## config.mk

```make
export PLATFORM = sky130hd
export DESIGN_NAME = dmx_wr_arbiter_flat
export DESIGN_NICKNAME = d
export VERILOG_FILES = /design/src/rtl/dmx_pkg.sv /design/src/rtl/dmx_wr_arbiter_if.sv /design/src/rtl/rr_arbiter.sv /design/src/rtl/dmx_wr_arbiter.sv /design/src/flat_wrapper.sv
export SDC_FILE = /design/constraint.sdc
export NUM_CORES = 1
export LEC_CHECK = 0
export ABC_CLOCK_PERIOD_IN_PS = 2900
export CAP_MARGIN = 20
export CORE_MARGIN = 2
export CORE_UTILIZATION = 40
export CTS_CLUSTER_DIAMETER = 120
export DETAILED_ROUTE_END_ITERATION = 12
export GPL_TIMING_DRIVEN = 0
export PLACE_DENSITY_LB_ADDON = 0.12
export SYNTH_ARGS = -nofsm -noshare
export SYNTH_HDL_FRONTEND = slang
export SYNTH_SLANG_ARGS = --single-unit
```

## constraint.sdc

```tcl
create_clock -name clk -period 2.9 [get_ports clk]
set_clock_uncertainty 0.15 [all_clocks]
set_input_delay 0.435 -clock clk [delete_from_list [all_inputs] [get_ports clk]]
set_output_delay 0.435 -clock clk [all_outputs]
set_load 0.02 [all_outputs]
```

## src/rtl/dmx_pkg.sv

```systemverilog
// Shared DMX write-path types and constants for the port-B write arbiter.
package dmx_pkg;

    localparam int unsigned DMX_PORTS  = 4;
    localparam int unsigned DMX_CH_MAX = 512;
    localparam int unsigned DMX_ADDR_W = 10;
    localparam int unsigned DMX_DATA_W = 8;

    typedef enum logic [0:0] {
        StArb,
        StClear
    } dmx_state_e;

    typedef struct packed {
        logic [1:0]            port;
        logic [DMX_ADDR_W-1:0] addr;
        logic [DMX_DATA_W-1:0] data;
    } dmx_wr_req_t;

    function automatic logic [DMX_PORTS-1:0] port_onehot(input logic [1:0] port);
        return 4'b0001 << port;
    endfunction

endpackage

```

## src/rtl/dmx_wr_arbiter_if.sv

```systemverilog
// Requester-side write handshake bundle: packed per-requester valid/ready and payload.
interface dmx_wr_arbiter_if #(
    parameter int unsigned NUM_REQ = 3,
    parameter int unsigned ADDR_W  = 10
);
    logic [NUM_REQ-1:0]        req_valid;
    logic [NUM_REQ-1:0]        req_ready;
    logic [2*NUM_REQ-1:0]      req_port;
    logic [ADDR_W*NUM_REQ-1:0] req_addr;
    logic [8*NUM_REQ-1:0]      req_data;

    modport master (
        output req_valid,
        output req_port,
        output req_addr,
        output req_data,
        input  req_ready
    );

    modport slave (
        input  req_valid,
        input  req_port,
        input  req_addr,
        input  req_data,
        output req_ready
    );
endinterface

```

## src/rtl/rr_arbiter.sv

```systemverilog
// Combinational round-robin picker: first valid requester at or after the pointer wins.
module rr_arbiter #(
    parameter int unsigned NUM_REQ = 3,
    parameter int unsigned IdxW    = 2
) (
    input  logic [NUM_REQ-1:0] valid_i,
    input  logic [IdxW-1:0]    ptr_i,
    input  logic               en_i,
    output logic [NUM_REQ-1:0] gnt_o,
    output logic [IdxW-1:0]    idx_o
);

    logic            found;
    logic [IdxW-1:0] j;

    always_comb begin
        gnt_o = '0;
        idx_o = '0;
        found = 1'b0;
        j     = '0;
        for (int unsigned k = 0; k < NUM_REQ; k++) begin
            j = IdxW'((32'(ptr_i) + k) % NUM_REQ);
            if (en_i && !found && valid_i[j]) begin
                found    = 1'b1;
                gnt_o[j] = 1'b1;
                idx_o    = j;
            end
        end
    end

endmodule

```

## src/rtl/dmx_wr_arbiter.sv

```systemverilog
// EBR port-B write arbiter for the four DMX outputs: round-robin requesters plus a
// zero-fill clear sweeper that owns the bus while it runs.
module dmx_wr_arbiter
    import dmx_pkg::*;
#(
    parameter int unsigned NUM_REQ = 3,
    parameter int unsigned CH_MAX  = DMX_CH_MAX,
    parameter int unsigned ADDR_W  = DMX_ADDR_W
) (
    input  logic                   clk,
    input  logic                   rst_n,
    dmx_wr_arbiter_if.slave        req_if,
    input  logic                   clr_start,
    input  logic [DMX_PORTS-1:0]   clr_mask,
    output logic                   clr_busy,
    output logic                   clr_done,
    output logic [ADDR_W-1:0]      ebr_addr,
    output logic [DMX_DATA_W-1:0]  ebr_data,
    output logic [DMX_PORTS-1:0]   ebr_wr,
    output logic                   err_drop
);

    localparam int unsigned IdxW = (NUM_REQ > 1) ? $clog2(NUM_REQ) : 1;

    dmx_state_e             state_q, state_d;
    logic [IdxW-1:0]        ptr_q, ptr_d;
    logic [ADDR_W-1:0]      cnt_q, cnt_d;
    logic [DMX_PORTS-1:0]   mask_q, mask_d;
    logic [ADDR_W-1:0]      addr_q, addr_d;
    logic [DMX_DATA_W-1:0]  data_q, data_d;
    logic [DMX_PORTS-1:0]   wr_q, wr_d;
    logic                   busy_q, busy_d;
    logic                   done_q, done_d;
    logic                   err_q, err_d;

    logic                   clr_go;
    logic                   arb_en;
    logic [NUM_REQ-1:0]     gnt;
    logic [IdxW-1:0]        gnt_idx;
    logic [1:0]             sel_port;
    logic [ADDR_W-1:0]      sel_addr;
    logic [DMX_DATA_W-1:0]  sel_data;

    // A real clear request steals the cycle from the requesters.
    assign clr_go = clr_start && (clr_mask != '0);
    assign arb_en = (state_q == StArb) && !clr_go;

    rr_arbiter #(
        .NUM_REQ (NUM_REQ),
        .IdxW    (IdxW)
    ) u_rr (
        .valid_i (req_if.req_valid),
        .ptr_i   (ptr_q),
        .en_i    (arb_en),
        .gnt_o   (gnt),
        .idx_o   (gnt_idx)
    );

    assign req_if.req_ready = gnt;

    always_comb begin
        sel_port = '0;
        sel_addr = '0;
        sel_data = '0;
        for (int i = 0; i < NUM_REQ; i++) begin
            if (gnt[i]) begin
                sel_port = req_if.req_port[2*i +: 2];
                sel_addr = req_if.req_addr[ADDR_W*i +: ADDR_W];
                sel_data = req_if.req_data[8*i +: 8];
            end
        end
    end

    always_comb begin
        state_d = state_q;
        ptr_d   = ptr_q;
        cnt_d   = cnt_q;
        mask_d  = mask_q;
        addr_d  = addr_q;
        data_d  = data_q;
        wr_d    = '0;
        busy_d  = 1'b0;
        done_d  = 1'b0;
        err_d   = 1'b0;
        unique case (state_q)
            StArb: begin
                if (clr_go) begin
                    state_d = StClear;
                    mask_d  = clr_mask;
                    cnt_d   = '0;
                    wr_d    = clr_mask;
                    addr_d  = '0;
                    data_d  = '0;
                    busy_d  = 1'b1;
                end else if (|gnt) begin
                    ptr_d  = (gnt_idx == IdxW'(NUM_REQ - 1)) ? '0 : gnt_idx + 1'b1;
                    addr_d = sel_addr;
                    data_d = sel_data;
                    if (32'(sel_addr) < CH_MAX) begin
                        wr_d = port_onehot(sel_port);
                    end else begin
                        err_d = 1'b1;
                    end
                end
            end
            StClear: begin
                // cnt_q tracks the address currently on the bus.
                if (cnt_q == ADDR_W'(CH_MAX - 1)) begin
                    state_d = StArb;
                    cnt_d   = '0;
                    done_d  = 1'b1;
                end else begin
                    cnt_d  = cnt_q + 1'b1;
                    wr_d   = mask_q;
                    addr_d = cnt_q + 1'b1;
                    data_d = '0;
                    busy_d = 1'b1;
                end
            end
            default: state_d = StArb;
        endcase
    end

    always_ff @(posedge clk or negedge rst_n) begin
        if (!rst_n) begin
            state_q <= StArb;
            ptr_q   <= '0;
            cnt_q   <= '0;
            mask_q  <= '0;
            addr_q  <= '0;
            data_q  <= '0;
            wr_q    <= '0;
            busy_q  <= 1'b0;
            done_q  <= 1'b0;
            err_q   <= 1'b0;
        end else begin
            state_q <= state_d;
            ptr_q   <= ptr_d;
            cnt_q   <= cnt_d;
            mask_q  <= mask_d;
            addr_q  <= addr_d;
            data_q  <= data_d;
            wr_q    <= wr_d;
            busy_q  <= busy_d;
            done_q  <= done_d;
            err_q   <= err_d;
        end
    end

    assign ebr_addr = addr_q;
    assign ebr_data = data_q;
    assign ebr_wr   = wr_q;
    assign clr_busy = busy_q;
    assign clr_done = done_q;
    assign err_drop = err_q;

endmodule

```

## src/flat_wrapper.sv

```systemverilog
// flat-port wrapper written by rule: the top's interface ports become plain ports
module dmx_wr_arbiter_flat import dmx_pkg::*;
#(
    parameter int unsigned NUM_REQ = 3,
    parameter int unsigned CH_MAX  = DMX_CH_MAX,
    parameter int unsigned ADDR_W  = DMX_ADDR_W
)
  (clk, rst_n, clr_start, clr_mask, clr_busy, clr_done, ebr_addr, ebr_data, ebr_wr, err_drop, req_if_req_valid, req_if_req_port, req_if_req_addr, req_if_req_data, req_if_req_ready);
  dmx_wr_arbiter_if #(.NUM_REQ(NUM_REQ), .ADDR_W(ADDR_W)) req_if_i ();
  input  logic clk;
  input  logic rst_n;
  input  logic clr_start;
  input  logic [DMX_PORTS-1:0] clr_mask;
  output logic clr_busy;
  output logic clr_done;
  output logic [ADDR_W-1:0] ebr_addr;
  output logic [DMX_DATA_W-1:0] ebr_data;
  output logic [DMX_PORTS-1:0] ebr_wr;
  output logic err_drop;
  input wire logic [$bits(req_if_i.req_valid)-1:0] req_if_req_valid;
  input wire logic [$bits(req_if_i.req_port)-1:0] req_if_req_port;
  input wire logic [$bits(req_if_i.req_addr)-1:0] req_if_req_addr;
  input wire logic [$bits(req_if_i.req_data)-1:0] req_if_req_data;
  output wire logic [$bits(req_if_i.req_ready)-1:0] req_if_req_ready;
  assign req_if_i.req_valid = req_if_req_valid;
  assign req_if_i.req_port = req_if_req_port;
  assign req_if_i.req_addr = req_if_req_addr;
  assign req_if_i.req_data = req_if_req_data;
  assign req_if_req_ready = req_if_i.req_ready;
  dmx_wr_arbiter #(.NUM_REQ(NUM_REQ), .CH_MAX(CH_MAX), .ADDR_W(ADDR_W)) u_core (.clk(clk), .rst_n(rst_n), .req_if(req_if_i), .clr_start(clr_start), .clr_mask(clr_mask), .clr_busy(clr_busy), .clr_done(clr_done), .ebr_addr(ebr_addr), .ebr_data(ebr_data), .ebr_wr(ebr_wr), .err_drop(err_drop));
endmodule
```

Word-level counts from Yosys, hierarchy flattened --
Cells that the tools add are included. W data, S select, Z words.
Word-level totals: bits in registers 41, input port bits 70, output and inout port bits 28, logic and storage cells 106
Cells by class: add/sub/neg operators 4, div/mod/pow operators 3, magnitude comparators 7, eq/ne operators 5, shift-type cells 1, multiplexer cells 55, bitwise operators 4, reductions and logical operators 18
Operator list (count):
- $mux W10 | 8
- $mod A32 B2 Y32 const B | 2
- $mux W8 | 6
- $pmux W10 S2 | 2
- $mod A2 B2 Y32 const B | 1
- $mux W1 | 16
- $mux W4 | 4
- $pmux W8 S2 | 1
- $mux W2 | 7
- $add A10 B1 Y10 const B | 1
- $eq A10 B9 Y1 const B | 1
- $logic_and A1 B1 Y1 | 10
- $lt A10 B10 Y1 const B | 1
- $lt A2 B3 Y1 const B | 3
- $mux W3 | 3
- $pmux W4 S2 | 1
- $bmux W1 S2 | 3
- $demux W1 S2 | 3
- $ge A2 B1 Y1 const B | 3
- $or A3 B3 Y3 | 2
- $reduce_and A2 Y1 | 2
- $reduce_bool A4 Y1 | 1
- $shl A1 B2 Y4 const A | 1
- $add A2 B1 Y3 const B | 1
- other kinds (11) | 14

Depth between registers and ports, before layout --
depth after elaboration 22, gate-level depth with buffers 12, gate-level depth less buffers 9

By module --
A second synthesis with hierarchy kept.
Unflattened totals: cell total of the unflattened synthesis 262, area total of the unflattened synthesis 2531.2 µm²
Modules (own cells, without submodules):
- dmx_wr_arbiter | instances 1, cells an instance 222, area each 2238.4 µm², sequential area each 1026.0 µm²
- rr_arbiter | instances 1, cells an instance 40, area each 292.8 µm², sequential area each 0.0 µm²

Least setup slack after synthesis --
Ideal clock, no wire load.
path type register to output, from register u_core.ptr_q[0], to output req_if_req_ready[2], arrival 2099 ps, data required time 2315 ps, path slack 216 ps, cell stages (with the launch flop) 9, buffers on the path 2, cells stage by stage dfrtp_1 -> inv_1 -> ha_1 -> nor2b_1 -> o2bb2ai_1 -> a211oi_2 -> nor3_2 -> buf_2 -> buf_1
On the way: word-level cells in the longest chain between the ends 13, elaborated cells between the ends (all ways) 40, those cells by class add/sub: 2; div: 3; order compare: 6; mux: 17; bitwise: 2; reduce/logical: 10
RTL lines:
- from (decl) | line dmx_wr_arbiter.sv:26 | logic [IdxW-1:0] ptr_q, ptr_d;
- from (signal assigned) | line dmx_wr_arbiter.sv:138 | ptr_q <= ptr_d;
- parallel branches: the longest is 12 deep, another holds $mod A32 B2 Y32
- $mux W3 * | line rr_arbiter.sv:23 | if (en_i && !found && valid_i[j]) begin
- to (decl) | line flat_wrapper.sv:24 | output wire logic [$bits(req_if_i.req_ready)-1:0] req_if_req_ready;
Every way passes the cells marked *. The select of a mux whose other input is x is not followed.

Worst setup path after layout --
from register u_core.ptr_q[1], to output req_if_req_ready[1]
Same word-level chain as after synthesis.

==> impl.org <==
** Synthesis
- Number of storage elements in the synthesis netlist :: 41
- Count of mapped cells out of synthesis :: 261
- Yosys mapped a number of flops with a built-in enable equal to 0.
- Mean area per synthesized cell :: 9.65 µm²
- Cell types with the largest area share after synthesis :: sky130_fd_sc_hd__dfrtp_1, sky130_fd_sc_hd__a32oi_1, sky130_fd_sc_hd__a221o_1
- Yosys instantiated no cell more often than sky130_fd_sc_hd__dfrtp_1.
- Cell accounting for the most synthesized area :: sky130_fd_sc_hd__dfrtp_1
- Most used standard cells in the synthesized netlist :: sky130_fd_sc_hd__dfrtp_1, sky130_fd_sc_hd__nand2_1, sky130_fd_sc_hd__a32oi_1, sky130_fd_sc_hd__nor2_1, sky130_fd_sc_hd__o21ai_0
- Top-area cell type share of the netlist area :: 40.7%
- Sequential elements use 40.7% of the synthesized area.
- Synth Cell Area :: 2520 µm²
- Synthesized Nets :: 336
- Async S/R FF share, synth :: 100%
- The netlist uses 56 different library cells.
- The Yosys step of the flow raised 0 warnings.
- The most used flip-flop cell after synthesis is sky130_fd_sc_hd__dfrtp_1.

** CTS
- Clock-pin slew on the worst setup and hold paths :: 0.08 ns
- The clock passes through at most 2 buffers.
- Cell at the root of the clock tree :: sky130_fd_sc_hd__clkbuf_8
- CTS saw 41 sinks.
- Clock buffer count from CTS :: 5
- Number of H-tree branching levels :: 2
- Later-pin clock latency in the skew report :: 0.29 ns
- CTS tree :: yes

** Drt
- Number of DRC markers in iteration 0 :: 195
- Via density per instance :: 5.95
- Dividing the detail-routed wire length by the instance count gives 18.9 µm.
- Total wire length after detailed routing :: 8.81 mm
- Post-route DRC :: 0
- The routed layout has 2774 vias.
- The detail route stage leaves a number of antenna-violating nets equal to 0.
- Number of search-and-repair iterations in the first detailed-routing pass :: 5

** Setup path
- CP Class :: reg -> out
- Cell type of the slowest stage on the worst timing path :: sky130_fd_sc_hd__dfrtp_1
- Data required time of the worst path :: 2.32 ns
- Delay of the slowest cell on the worst path :: 0.41 ns
- Worst Setup End Kind :: primary output
- In this run the worst path has a maximum fanout of 7.
- The critical path goes through inv_2 -> ha_4 -> mux2i_4 -> a311oi_2 -> a211o_1 -> a21oi_4 -> buf_6 -> buf_6.
- Worst path arrival time :: 2.29 ns
- Worst Setup Start Kind :: flop
- Most common cell type on the critical path :: sky130_fd_sc_hd__buf_6

** Worst hold path
- Worst Hold Class :: reg -> reg

** Floorplanning
- Effective utilization at floorplan :: 42.0%
- The region available for standard cell placement spans 5990 µm².
- The floorplan step set the die height to 83.4 µm.
- Standard-cell rows :: 28
- From left edge to right edge, the die measures 83.4 µm.
- The die covers 6950 µm².
- Top Ports :: 98

** STA
- RSZ-0062 raised after global routing :: true
- Worst hold margin :: 0.345 ns
- Measured against its own limit, the worst slew margin works out to 56.5%.
- At the pin with the least slew margin, the transition time is 0.650 ns.
- In the finished design, the share of the clock period the worst path needs comes to 99.2%.
- Setup slack closes at 0.0230 ns.
- Min Tclk post-route :: 2.88 ns
- The count of final hold-check violations is 0.
- Setup violations remaining at the end of the flow were counted as 0.
- The number of pins with negative max-slew slack in the final report is 0.
- Derived from the worst setup path, the maximum achievable clock frequency is 348 MHz.

** Cells and area
- In the final layout, the share of cells above drive strength 1 is 22.0%.
- Total of fill cells in the finished design :: 433
- After the last flow step, the layout net total stands at 465.
- Layout-stage area growth over the synthesis result :: 64.9%
- Antenna diode count :: 0

** Pwr
- Power, Total :: 1.23 mW
- Peak supply drop :: 0.000311 V
- Leakage power summed over all cells :: 1.79 nW
- Power density over the cells :: 297 nW/µm²

** Global routing
- Maximum number of pins on one net before global-route repair :: 23
- Global routing used 24.3% of the available tracks across all layers.
- Antenna violations before repair :: 0
- For this run the aggregate overflow at the end of global routing stands at 0.
- The via count of the first global-routing pass was 2761.
- The first global-routing pass estimated 13.6 mm of wire.

** Placement
- Before CTS, the worst setup slack after placement is -1.07 ns.
- Detail Placement HPWL :: 5.99 mm
- IO buf count :: 97
- Weighted congestion at the end of routability-driven global placement :: 0.816

** Status
- The flow ran to the end, and the final reports show no timing, DRC or antenna violations.

** Run
- Max capacitance violation total :: 0
report_power, final:
part	internal, mW	leakage, nW	switching, mW
Sequential	0.577	0.489	0.00235
Clock	0.259	0.0554	0.211
Combinational	0.113	1.25	0.0719
sequential cells by signal, summed over array words and instances (netlist names):
register,count
u_core.mask_q,4
u_core.err_drop,1
u_core.clr_done,1
u_core.clr_busy,1
u_core.ebr_wr,4
u_core.ebr_data,8
u_core.ptr_q,2
u_core.cnt_q,10
u_core.ebr_addr,10
layout make-up:
type                    instances  area [µm²]  share of cell area, %
multi-input cells             195        1570                   37.7
repair buffers                125        1220                   29.4
flip-flops and latches         41        1030                   24.7
plain buffers                  14         105                   2.53
well taps                      75        93.8                   2.26
clock buffers                   6        72.6                   1.75
clock inverters                 2        38.8                  0.934
inverters                       8        30.0                  0.723
path summary, 6_finish.rpt:
path,startpoint,endpoint,slack [ns],cells past startpoint
min,u_core.ebr_addr[0],u_core.ebr_addr[0],0.34,1
max,u_core.ptr_q[1],req_if_req_ready[1],0.02,8
max in group asynchronous,rst_n,u_core.ebr_data[2],1.62,3
max reg2reg,u_core.ptr_q[0],u_core.ebr_addr[9],0.04,11
min reg2reg,u_core.ebr_addr[0],u_core.ebr_addr[0],0.34,1
min in group asynchronous,rst_n,u_core.ptr_q[1],0.49,2
through the flow:
step / instance area [µm²] / std cells / util [%] / setup TNS [ns]
3_5_place_dp: 3610 / 434 / 60.2 / -8.97
5_1_grt: 4150 / 466 / 69.3 / -0.989
2_1_floorplan: 2520 / 261 / - / 0
4_1_cts: 3980 / 457 / 66.5 / 0
6_report: 4150 / 466 / 69.3 / 0
3_3_place_gp: 3580 / 433 / 59.8 / -8.51
per-layer routing:
metal	up-vias	global-route usage, %	part of all wire [%]
li1	1266	-	-
met1	1341	30.1	40
met2	147	43.0	51
met3	20	4.08	7.6
met4	0	7.60	2.0
met5	-	0	0
layout by cell type, fill, tap and decap left out, drive strengths merged, types with 3 or more instances in the layout:
cell type      instances
ha                     5
nand2                 23
a221o                 10
buf                   41
a22oi                  3
a21oi                 13
a21o                   7
mux2i                  4
and2                   3
mux2                   4
a311oi                 3
dfrtp                 41
clkdlybuf4s50         90
nor2                  18
inv                    8
nor3                   3
nand3                  5
dlymetal6s2s           3
nand2b                 5
clkbuf                 9
a211o                  6
a32oi                 21
and3                   4
o21ai                 17
o31ai                  3
xnor2                  6
timing repair:
| item | CTS | global route |
|---|---|---|
| pin swaps | 6 | 15 |
| gates cloned | 0 | 1 |
| setup endpoints to repair | 19 | 24 |
| resized for setup | 47 | 22 |
| hold buffers | 1 | 0 |
| setup buffers | 15 | 10 |
| endpoints found under the hold margin | 19 | 0 |
worst max-delay path: cells and delay by family (launching register included):
kind / cells / cell delay [ns]
AO/OA/AOI/OAI: 3 / 0.73
flip-flops: 1 / 0.41
buffers and inverters: 3 / 0.34
multiplexers: 1 / 0.32
adder cells (fa/ha/maj): 1 / 0.21
cell families after synthesis:
logic type / after synthesis / synth area share [%]
simple gates: 73 / 14.5
fa+ha+maj: 5 / 2.48
xor+xnor: 7 / 2.43
mux: 8 / 3.68
buf+inv: 25 / 4.57
compound gates: 102 / 31.6
flops: 41 / 40.7
(Power assumes the default switching activity.)
